<file path="src/rtl/axi4lite_burst_ctrl_if.sv">
// AXI4-Lite channel bundle between the line-transfer sequencer and the
// memory-side slave. Signal names keep the sequencer's point of view.
interface axi4lite_burst_ctrl_if #(
   parameter int ADDR_WIDTH = 64,
   parameter int DATA_WIDTH = 32
);
   // Read address / read data
   logic [ADDR_WIDTH-1:0]   o_araddr;
   logic                    o_arvalid;
   logic                    i_arready;
   logic [DATA_WIDTH-1:0]   i_rdata;
   logic [1:0]              i_rresp;
   logic                    i_rvalid;
   logic                    o_rready;
   // Write address / write data / write response
   logic [ADDR_WIDTH-1:0]   o_awaddr;
   logic                    o_awvalid;
   logic                    i_awready;
   logic [DATA_WIDTH-1:0]   o_wdata;
   logic [DATA_WIDTH/8-1:0] o_wstrb;
   logic                    o_wvalid;
   logic                    i_wready;
   logic [1:0]              i_bresp;
   logic                    i_bvalid;
   logic                    o_bready;

   modport master (
      output o_araddr, o_arvalid, input  i_arready,
      input  i_rdata, i_rresp, i_rvalid, output o_rready,
      output o_awaddr, o_awvalid, input  i_awready,
      output o_wdata, o_wstrb, o_wvalid, input  i_wready,
      input  i_bresp, i_bvalid, output o_bready
   );

   modport slave (
      input  o_araddr, o_arvalid, output i_arready,
      output i_rdata, i_rresp, i_rvalid, input  o_rready,
      input  o_awaddr, o_awvalid, output i_awready,
      input  o_wdata, o_wstrb, o_wvalid, output i_wready,
      output i_bresp, i_bvalid, input  o_bready
   );
endinterface

</file>
<file path="src/rtl/axi4lite_burst_ctrl.sv">
// Cache-line transfer sequencer: turns one start request into BEATS
// single-beat AXI4-Lite reads (refill) or writes (writeback) at
// incrementing addresses, one transaction outstanding at a time.
module axi4lite_burst_ctrl #(
   parameter int ADDR_WIDTH = 64,
   parameter int DATA_WIDTH = 32,
   parameter int BEATS      = 16
) (
   input  logic                     i_clk,
   input  logic                     i_rst,
   input  logic                     i_start,
   input  logic                     i_write,
   input  logic [ADDR_WIDTH-1:0]    i_base_addr,
   output logic                     o_busy,
   output logic                     o_done,
   output logic                     o_error,
   output logic [$clog2(BEATS)-1:0] o_buf_idx,
   output logic                     o_buf_we,
   output logic [DATA_WIDTH-1:0]    o_buf_wdata,
   input  logic [DATA_WIDTH-1:0]    i_buf_rdata,
   axi4lite_burst_ctrl_if.master    axi
);
   localparam int IDX_W   = $clog2(BEATS);
   localparam int BYTES   = DATA_WIDTH / 8;
   localparam int BYTE_SH = $clog2(BYTES);
   localparam int OFF_W   = $clog2(BEATS * BYTES);
   localparam logic [ADDR_WIDTH-1:0] ALIGN_MASK =
      ~((ADDR_WIDTH'(1) << OFF_W) - ADDR_WIDTH'(1));
   localparam logic [IDX_W-1:0] LAST_BEAT = IDX_W'(BEATS - 1);

   typedef enum logic [2:0] {
      IDLE, RD_ADDR, RD_DATA, WR_REQ, WR_RESP, DONE
   } state_t;

   state_t                  state;
   logic [IDX_W-1:0]        count;
   logic [ADDR_WIDTH-1:0]   base_q;
   logic [ADDR_WIDTH-1:0]   start_base;
   logic [IDX_W-1:0]        count_nxt;
   logic [ADDR_WIDTH-1:0]   next_addr;
   logic                    aw_pending_nxt;
   logic                    w_pending_nxt;

   // Line-aligned base, next beat index (wraps modulo BEATS) and its address.
   assign start_base = i_base_addr & ALIGN_MASK;
   assign count_nxt  = count + IDX_W'(1);
   assign next_addr  = base_q + (ADDR_WIDTH'(count_nxt) << BYTE_SH);

   // A write channel stays pending until its own handshake.
   assign aw_pending_nxt = axi.o_awvalid & ~axi.i_awready;
   assign w_pending_nxt  = axi.o_wvalid  & ~axi.i_wready;

   // Line-buffer side: refill strobe is the R handshake itself, same cycle.
   // NOTE: continuous assigns with a full ternary cannot infer a latch; every output is always driven.
   assign o_buf_idx   = count;
   assign o_buf_we    = axi.o_rready & axi.i_rvalid;
   assign o_buf_wdata = o_buf_we ? axi.i_rdata : '0;

   // Writeback data comes straight from the line buffer while WVALID is up.
   assign axi.o_wdata = axi.o_wvalid ? i_buf_rdata : '0;
   assign axi.o_wstrb = axi.o_wvalid ? {BYTES{1'b1}} : {BYTES{1'b0}};

   // Control FSM: one transaction per beat, all handshake outputs registered.
   always_ff @(posedge i_clk) begin
      // NOTE: synchronous reset, and non-blocking assignments so every register sees pre-edge values.
      if (i_rst) begin
         state         <= IDLE;
         count         <= '0;
         base_q        <= '0;
         o_busy        <= 1'b0;
         o_done        <= 1'b0;
         o_error       <= 1'b0;
         axi.o_araddr  <= '0;
         axi.o_arvalid <= 1'b0;
         axi.o_rready  <= 1'b0;
         axi.o_awaddr  <= '0;
         axi.o_awvalid <= 1'b0;
         axi.o_wvalid  <= 1'b0;
         axi.o_bready  <= 1'b0;
      end else begin
         o_done <= 1'b0;
         case (state)
            IDLE: begin
               if (i_start) begin
                  base_q  <= start_base;
                  count   <= '0;
                  o_error <= 1'b0;
                  o_busy  <= 1'b1;
                  if (i_write) begin
                     state         <= WR_REQ;
                     axi.o_awaddr  <= start_base;
                     axi.o_awvalid <= 1'b1;
                     axi.o_wvalid  <= 1'b1;
                  end else begin
                     state         <= RD_ADDR;
                     axi.o_araddr  <= start_base;
                     axi.o_arvalid <= 1'b1;
                  end
               end
            end
            RD_ADDR: begin
               if (axi.i_arready) begin
                  axi.o_arvalid <= 1'b0;
                  axi.o_rready  <= 1'b1;
                  state         <= RD_DATA;
               end
            end
            RD_DATA: begin
               if (axi.i_rvalid) begin
                  axi.o_rready <= 1'b0;
                  if (axi.i_rresp != 2'b00) o_error <= 1'b1;
                  if (count == LAST_BEAT) begin
                     state  <= DONE;
                     o_done <= 1'b1;
                  end else begin
                     count         <= count_nxt;
                     axi.o_araddr  <= next_addr;
                     axi.o_arvalid <= 1'b1;
                     state         <= RD_ADDR;
                  end
               end
            end
            WR_REQ: begin
               axi.o_awvalid <= aw_pending_nxt;
               axi.o_wvalid  <= w_pending_nxt;
               if (!aw_pending_nxt && !w_pending_nxt) begin
                  axi.o_bready <= 1'b1;
                  state        <= WR_RESP;
               end
            end
            WR_RESP: begin
               if (axi.i_bvalid) begin
                  axi.o_bready <= 1'b0;
                  if (axi.i_bresp != 2'b00) o_error <= 1'b1;
                  if (count == LAST_BEAT) begin
                     state  <= DONE;
                     o_done <= 1'b1;
                  end else begin
                     count         <= count_nxt;
                     axi.o_awaddr  <= next_addr;
                     axi.o_awvalid <= 1'b1;
                     axi.o_wvalid  <= 1'b1;
                     state         <= WR_REQ;
                  end
               end
            end
            DONE: begin
               o_busy <= 1'b0;
               state  <= IDLE;
            end
            default: state <= IDLE;
         endcase
      end
   end
endmodule

</file>
<file path="src/flat_wrapper.sv">
// flat-port wrapper written by rule: the top's interface ports become plain ports
module axi4lite_burst_ctrl_flat 
#(
   parameter int ADDR_WIDTH = 64,
   parameter int DATA_WIDTH = 32,
   parameter int BEATS      = 16
)
  (i_clk, i_rst, i_start, i_write, i_base_addr, o_busy, o_done, o_error, o_buf_idx, o_buf_we, o_buf_wdata, i_buf_rdata, axi_o_araddr, axi_o_arvalid, axi_i_arready, axi_i_rdata, axi_i_rresp, axi_i_rvalid, axi_o_rready, axi_o_awaddr, axi_o_awvalid, axi_i_awready, axi_o_wdata, axi_o_wstrb, axi_o_wvalid, axi_i_wready, axi_i_bresp, axi_i_bvalid, axi_o_bready);
  axi4lite_burst_ctrl_if #(.ADDR_WIDTH(ADDR_WIDTH), .DATA_WIDTH(DATA_WIDTH)) axi_i ();
  input  logic i_clk;
  input  logic i_rst;
  input  logic i_start;
  input  logic i_write;
  input  logic [ADDR_WIDTH-1:0] i_base_addr;
  output logic o_busy;
  output logic o_done;
  output logic o_error;
  output logic [$clog2(BEATS)-1:0] o_buf_idx;
  output logic o_buf_we;
  output logic [DATA_WIDTH-1:0] o_buf_wdata;
  input  logic [DATA_WIDTH-1:0] i_buf_rdata;
  output wire logic [$bits(axi_i.o_araddr)-1:0] axi_o_araddr;
  output wire logic [$bits(axi_i.o_arvalid)-1:0] axi_o_arvalid;
  input wire logic [$bits(axi_i.i_arready)-1:0] axi_i_arready;
  input wire logic [$bits(axi_i.i_rdata)-1:0] axi_i_rdata;
  input wire logic [$bits(axi_i.i_rresp)-1:0] axi_i_rresp;
  input wire logic [$bits(axi_i.i_rvalid)-1:0] axi_i_rvalid;
  output wire logic [$bits(axi_i.o_rready)-1:0] axi_o_rready;
  output wire logic [$bits(axi_i.o_awaddr)-1:0] axi_o_awaddr;
  output wire logic [$bits(axi_i.o_awvalid)-1:0] axi_o_awvalid;
  input wire logic [$bits(axi_i.i_awready)-1:0] axi_i_awready;
  output wire logic [$bits(axi_i.o_wdata)-1:0] axi_o_wdata;
  output wire logic [$bits(axi_i.o_wstrb)-1:0] axi_o_wstrb;
  output wire logic [$bits(axi_i.o_wvalid)-1:0] axi_o_wvalid;
  input wire logic [$bits(axi_i.i_wready)-1:0] axi_i_wready;
  input wire logic [$bits(axi_i.i_bresp)-1:0] axi_i_bresp;
  input wire logic [$bits(axi_i.i_bvalid)-1:0] axi_i_bvalid;
  output wire logic [$bits(axi_i.o_bready)-1:0] axi_o_bready;
  assign axi_o_araddr = axi_i.o_araddr;
  assign axi_o_arvalid = axi_i.o_arvalid;
  assign axi_i.i_arready = axi_i_arready;
  assign axi_i.i_rdata = axi_i_rdata;
  assign axi_i.i_rresp = axi_i_rresp;
  assign axi_i.i_rvalid = axi_i_rvalid;
  assign axi_o_rready = axi_i.o_rready;
  assign axi_o_awaddr = axi_i.o_awaddr;
  assign axi_o_awvalid = axi_i.o_awvalid;
  assign axi_i.i_awready = axi_i_awready;
  assign axi_o_wdata = axi_i.o_wdata;
  assign axi_o_wstrb = axi_i.o_wstrb;
  assign axi_o_wvalid = axi_i.o_wvalid;
  assign axi_i.i_wready = axi_i_wready;
  assign axi_i.i_bresp = axi_i_bresp;
  assign axi_i.i_bvalid = axi_i_bvalid;
  assign axi_o_bready = axi_i.o_bready;
  axi4lite_burst_ctrl #(.ADDR_WIDTH(ADDR_WIDTH), .DATA_WIDTH(DATA_WIDTH), .BEATS(BEATS)) u_core (.i_clk(i_clk), .i_rst(i_rst), .i_start(i_start), .i_write(i_write), .i_base_addr(i_base_addr), .o_busy(o_busy), .o_done(o_done), .o_error(o_error), .o_buf_idx(o_buf_idx), .o_buf_we(o_buf_we), .o_buf_wdata(o_buf_wdata), .i_buf_rdata(i_buf_rdata), .axi(axi_i));
endmodule
</file>
<file path="config.mk">
export PLATFORM = sky130hd
export DESIGN_NAME = axi4lite_burst_ctrl_flat
export DESIGN_NICKNAME = d
export VERILOG_FILES = /design/src/rtl/axi4lite_burst_ctrl_if.sv /design/src/rtl/axi4lite_burst_ctrl.sv /design/src/flat_wrapper.sv
export SDC_FILE = /design/constraint.sdc
export NUM_CORES = 1
export LEC_CHECK = 0
export CAP_MARGIN = 5
export CELL_PAD_IN_SITES_DETAIL_PLACEMENT = 1
export CELL_PAD_IN_SITES_GLOBAL_PLACEMENT = 1
export CORE_MARGIN = 5
export CORE_UTILIZATION = 33
export CTS_CLUSTER_DIAMETER = 200
export DETAILED_ROUTE_END_ITERATION = 10
export HOLD_SLACK_MARGIN = 0.05
export MAX_ROUTING_LAYER = met4
export PLACE_DENSITY = 0.95
export SKIP_LAST_GASP = 1
export SYNTH_ARGS = -nofsm -noshare
export SYNTH_HDL_FRONTEND = slang
export SYNTH_SLANG_ARGS = --single-unit
export TNS_END_PERCENT = 50
</file>
<file path="constraint.sdc">
create_clock -name i_clk -period 4.3 [get_ports i_clk]
set_input_delay 0.86 -clock i_clk [delete_from_list [all_inputs] [get_ports i_clk]]
set_output_delay 0.86 -clock i_clk [all_outputs]
set_load 0.01 [all_outputs]
</file>
# After elaboration in Yosys (flattened, before gate mapping)
# Cells that the tools add are included.
# totals
inputBits,141
elab_cells,117
ff_bits,201
output_inout_bits,209
# classes
reduce_logical,25
muxes,55
bitwise,5
add_sub_neg,2
n_eq_ne,17
# op_table
cell,count
64-bit 2-to-1 mux,7
64-bit case mux with 2 select lines,2
64-bit by 6-bit adder with 64-bit output,1
32-bit 2-to-1 mux,2
1-bit 2-to-1 mux,21
3-bit 2-to-1 mux,7
4-bit 2-to-1 mux,5
5-bit AND reduction,4
"2-bit != test, second input constant",8
3-bit case mux with 5 select lines,1
2-bit nonzero test,7
1-bit case mux with 3 select lines,4
4-bit case mux with 3 select lines,1
6-bit AND reduction,2
3-bit nonzero test,3
1-bit case mux with 2 select lines,4
"3-bit by 2-bit equality test with 1-bit output, second input constant",2
"3-bit equality test, second input constant",2
"2-bit by 1-bit != test with 1-bit output, second input constant",3
3-bit AND reduction,2
"4-bit by 1-bit adder with 4-bit output, second input constant",1
"4-bit equality test, second input constant",1
2-bit AND reduction,2
4-bit AND reduction,1
other kinds (7),11

# Logic depth before layout (Yosys ltp)
# logic_depth
word_depth,6
ltp_mapped,8
ltp_nobuf,5

# Worst setup path before layout
# No wires, ideal clock.
# synth_timing
path_kind,in2reg
start,in i_write
end,reg u_core.axi.o_araddr[10]
setup_time_ns,0.091
path_buffers,2
slack_ns,2.094
stages,6
t_required_ns,4.209
arrival_time_ns,2.115
path_cell_list,or4b_1 o32ai_1 buf_4 buf_6 nor2_1 a311oi_1
# synth_via
elab_chain_len,2
# synth_rtl
element,line_no,rtl
from (decl),flat_wrapper.sv:13,input logic i_write;
2-bit != test (no source line),-,
5-bit AND reduction (no source line),-,
to (signal assigned),axi4lite_burst_ctrl.sv:96,axi.o_araddr <= start_base;
to (signal assigned),axi4lite_burst_ctrl.sv:117,axi.o_araddr <= next_addr;
to (decl),axi4lite_burst_ctrl_if.sv:28,"output o_araddr, o_arvalid, input i_arready,"
# No other way between the ends.
# A chain may end at the register's enable or synchronous reset.

# Final worst setup path
# layout_timing
start,in axi_i_rvalid
end,out o_buf_wdata[31]
# layout_via
elab_chain_len,2
# layout_rtl
element,line_no,rtl
from (decl),flat_wrapper.sv:27,input wire logic [$bits(axi_i.i_rvalid)-1:0] axi_i_rvalid;
1-bit bitwise AND,axi4lite_burst_ctrl.sv:56,assign o_buf_we = axi.o_rready & axi.i_rvalid;
32-bit 2-to-1 mux,axi4lite_burst_ctrl.sv:57,assign o_buf_wdata = o_buf_we ? axi.i_rdata : '0;
to (decl),flat_wrapper.sv:20,output logic [DATA_WIDTH-1:0] o_buf_wdata;
# No other way between the ends.

==> results by group <==
Power
  • Sequential Power Share: 42.4%
  • Sw frac: 33.2%
  • Proportion of power drawn by the clock network: 29.8%
  • Pleak: 5.02 nW
  • Peak supply drop: 0.249 mV
  • Internal power: 3.50 mW
  • Net Sw Power: 1.74 mW
  • Logic pwr share: 27.8%
  • Power Density: 410 nW/µm²

Route
  • Via-to-Cell Ratio: 5.26
  • Initial drt markers: 459
  • Antenna Nets Post-Route: 0
  • Initial DRT Pass Iterations: 4
  • Wirelength per Cell: 19.9 µm
  • Met2 wire len: 17,000 µm
  • Highest metal used: met4
  • Drt drc: 0
  • Wl on met1: 14,000 µm
  • Vias: 8,810
  • Metal3 WL: 1920 µm
  • WL final: 33,400 µm

Setup path
  • Crit path launch: axi_i_rvalid
  • Worst path max stage delay: 1.12 ns
  • R2R Path End: u_core.axi.o_awaddr[39]
  • CP startpoint kind: primary input
  • Reg2Reg Depth: 5
  • Reg-to-Reg Start: u_core.state[2]
  • CP Capture Type: output pin
  • Cell family with most CP delay: buffers and inverters
  • Crit-path max FO: 35
  • Critical path's slowest cell: clkdlybuf4s50_1
  • WP buf/inv: 2
  • Critical path depth in cells: 3
  • CP arrival: 2.87 ns
  • CP most frequent cell: clkdlybuf4s50_1
  • R2r setup slk: 1.29 ns
  • WS Path Type: primary input to output pin
  • Worst path cell trace: clkdlybuf4s50_1 -> and3_1 -> clkdlybuf4s50_1
  • Worst EP required: 3.44 ns

Floorplan
  • Chip height: 172 µm
  • Num rows: 59
  • I/O pins: 350
  • Die Area: 29,700 µm²
  • Core ar.: 26,000 µm²
  • Initial core utilization: 33.4%
  • DIE WIDTH: 172 µm

Clock tree
  • Worst skew pair latency: 0.43 ns
  • Post-CTS sizing: 0
  • Cts bufs inserted: 17
  • Sink Count: 197
  • Setup Fix Bufs, Post-CTS: 0
  • Clk pin slew, worst setup/hold paths: 0.08 ns
  • Clock root cell: clkbuf_16
  • CTS H-tree lvls: 4
  • CTS tree: yes
  • Hold_buf cts: 0
  • CTS max path bufs: 2

Synth
  • Post-synth ARST share: 0%
  • Post-Syn Instances: 1,059
  • Sequential area share after synthesis: 45.4%
  • Synth warnings: 0
  • Register bit total from synthesis: 197
  • Most used DFF post-synth: dfxtp_1
  • Post-Synthesis Cell Area: 8680 µm²
  • Yosys cell types: 53
  • Post-synth EDFFs: 0
  • Syn_area_per_cell: 8.20 µm²

Final layout
  • Filler cells: 3,037
  • Commonest non-fill, non-tap cell in the layout: clkdlybuf4s50_1
  • Layout cells sized above 1: 4.10%
  • Synthesis-to-finish area growth: 47.1%
  • Most frequent cells in the layout: clkdlybuf4s50_1, nand2_1, dfxtp_1
  • Register area: 3940 µm²
  • Multi-input gate area: 4290 µm²
  • Final layout net count: 1,471
  • Ant. Diodes: 0

STA
  • Peak Freq: 268 MHz
  • Slew Limit Fails: 0
  • RSZ-0062 raised after global routing: no
  • Final Hold Vio Count: 0
  • Final setup vio count: 0
  • Total Neg Setup Slack: 0 ns
  • Clock period minus worst slack: 3.73 ns
  • Worst hold slack: 0.470 ns
  • Final period util: 86.6%
  • Worst Max-Slew Pin Slew: 0.993 ns
  • Clock skew: 0.0142 ns
  • Slew margin rel.: 33.6%

Worst hold path
  • Hold WC Path Type: register to register
  • HP Start: u_core.axi.o_araddr[3]
  • Worst Hold Depth: 2
  • WHS Endpoint: u_core.axi.o_araddr[3]

Global routing
  • Tot GR Track Use: 22.3%
  • Initial antenna violation count: 0
  • Congestion Overflow GR: 0
  • Vias in the first global route: 9,196
  • Largest net degree at the start of global routing: 121
  • First-pass GRT wire length: 51,200 µm

Status
  • Status: complete, no violations

Place
  • Hpwl dp: 23,300 µm
  • Number of port buffers: 339
  • RePlAce Congestion: 0.920

Run
  • Max-cap violations: 0
[power by group through the flow]
stage          registers, mW  logic [mW]  clock network, mW
5_1_grt                 2.25        1.58               1.69
3_5_place_dp            2.26        1.46                  0
4_1_cts                 2.22        1.47               1.61
6_report                2.22        1.46               1.56
3_3_place_gp            2.24        1.41                  0
2_1_floorplan           2.27       0.676                  0
[metal layers]
metal,GRT usage [%],up-vias
met4,4.24,0
met2,38.7,232
met3,5.01,29
li1,-,4203
met5,-,-
met1,26.9,4346
[synth_stat cells (2+ instances only)]
library cell | instances | share of area (%)
nand2_1 | 243 | 11
dfxtp_1 | 197 | 45
nor2_1 | 126 | 5.4
a21oi_1 | 77 | 4.4
a211oi_1 | 59 | 5.1
clkbuf_1 | 59 | 2.6
a311oi_1 | 58 | 5.9
mux2i_1 | 58 | 6.7
and2_1 | 33 | 2.4
and3_1 | 33 | 2.4
buf_2 | 32 | 1.8
buf_4 | 9 | 0.78
nand3_1 | 7 | 0.40
a22oi_1 | 5 | 0.43
o21ai_0 | 5 | 0.29
buf_6 | 4 | 0.52
inv_1 | 4 | 0.17
nand2b_1 | 4 | 0.29
nor2b_1 | 3 | 0.22
nor3_1 | 3 | 0.17
a211o_1 | 2 | 0.20
nand3b_1 | 2 | 0.17
nand4b_1 | 2 | 0.20
nor3b_2 | 2 | 0.29
o22ai_1 | 2 | 0.14
o311ai_0 | 2 | 0.20
o32ai_1 | 2 | 0.20
[flip-flops by register name, indices dropped and copies added (netlist names), 3 cells and up]
register	count
u_core.axi.o_araddr	62
u_core.state	3
u_core.base_q	58
u_core.axi.o_awaddr	62
u_core.o_buf_idx	4
[worst min-delay path: cells and delay by family (launching register included)]
family          cells  cell delay (ns)
compound gates      1             0.05
flops               1             0.32
simple gates        1             0.05
[cell type report]
cell class	instances	share of cell area, %
Clock buffer	17	3.33
Clock inverter	14	1.07
Inverter	4	0.118
Multi-Input combinational cell	757	33.6
Sequential cell	197	30.9
Tap cell	335	3.28
Timing Repair Buffer	352	27.7
[worst max-delay path by stage]
| stage | endpoint | slack (ns) |
|---|---|---|
| 6_report | o_buf_wdata[31] | 0.57 |
| 5_1_grt | o_buf_wdata[15] | 0.52 |
| 4_1_cts | o_buf_wdata[28] | 0.62 |
| 3_5_place_dp | u_core.axi.o_araddr[47] | 0.56 |
| 3_3_place_gp | o_buf_wdata[11] | 0.74 |
| 2_1_floorplan | u_core.axi.o_araddr[10] | 2.09 |
[logic make-up (layout without fill, tap and decap cells)]
| logic type | Yosys count | in the layout | synth area share, % |
|---|---|---|---|
| flops | 197 | 197 | 45.4 |
| other cells | 1 | 4 | 0.0432 |
| buf+inv | 108 | 387 | 5.87 |
| fa+ha+maj | 1 | 1 | 0.144 |
| xor+xnor | 2 | 2 | 0.202 |
| mux | 59 | 59 | 6.82 |
| compound gates | 225 | 225 | 18.2 |
| simple gates | 466 | 466 | 23.3 |
[stage by stage]
stage          util [%]  cells  total power [mW]  area (µm²)  worst slack [ns]
2_1_floorplan         -   1062              2.95        8690              2.09
3_3_place_gp       47.0   1645              3.66       12200             0.735
3_5_place_dp       47.0   1645              3.72       12200             0.564
4_1_cts            49.2   1676              5.30       12800             0.619
5_1_grt            49.2   1676              5.52       12800             0.522
6_report           49.2   1676              5.24       12800             0.574
No activity file was read; power rests on OpenSTA's default activity.
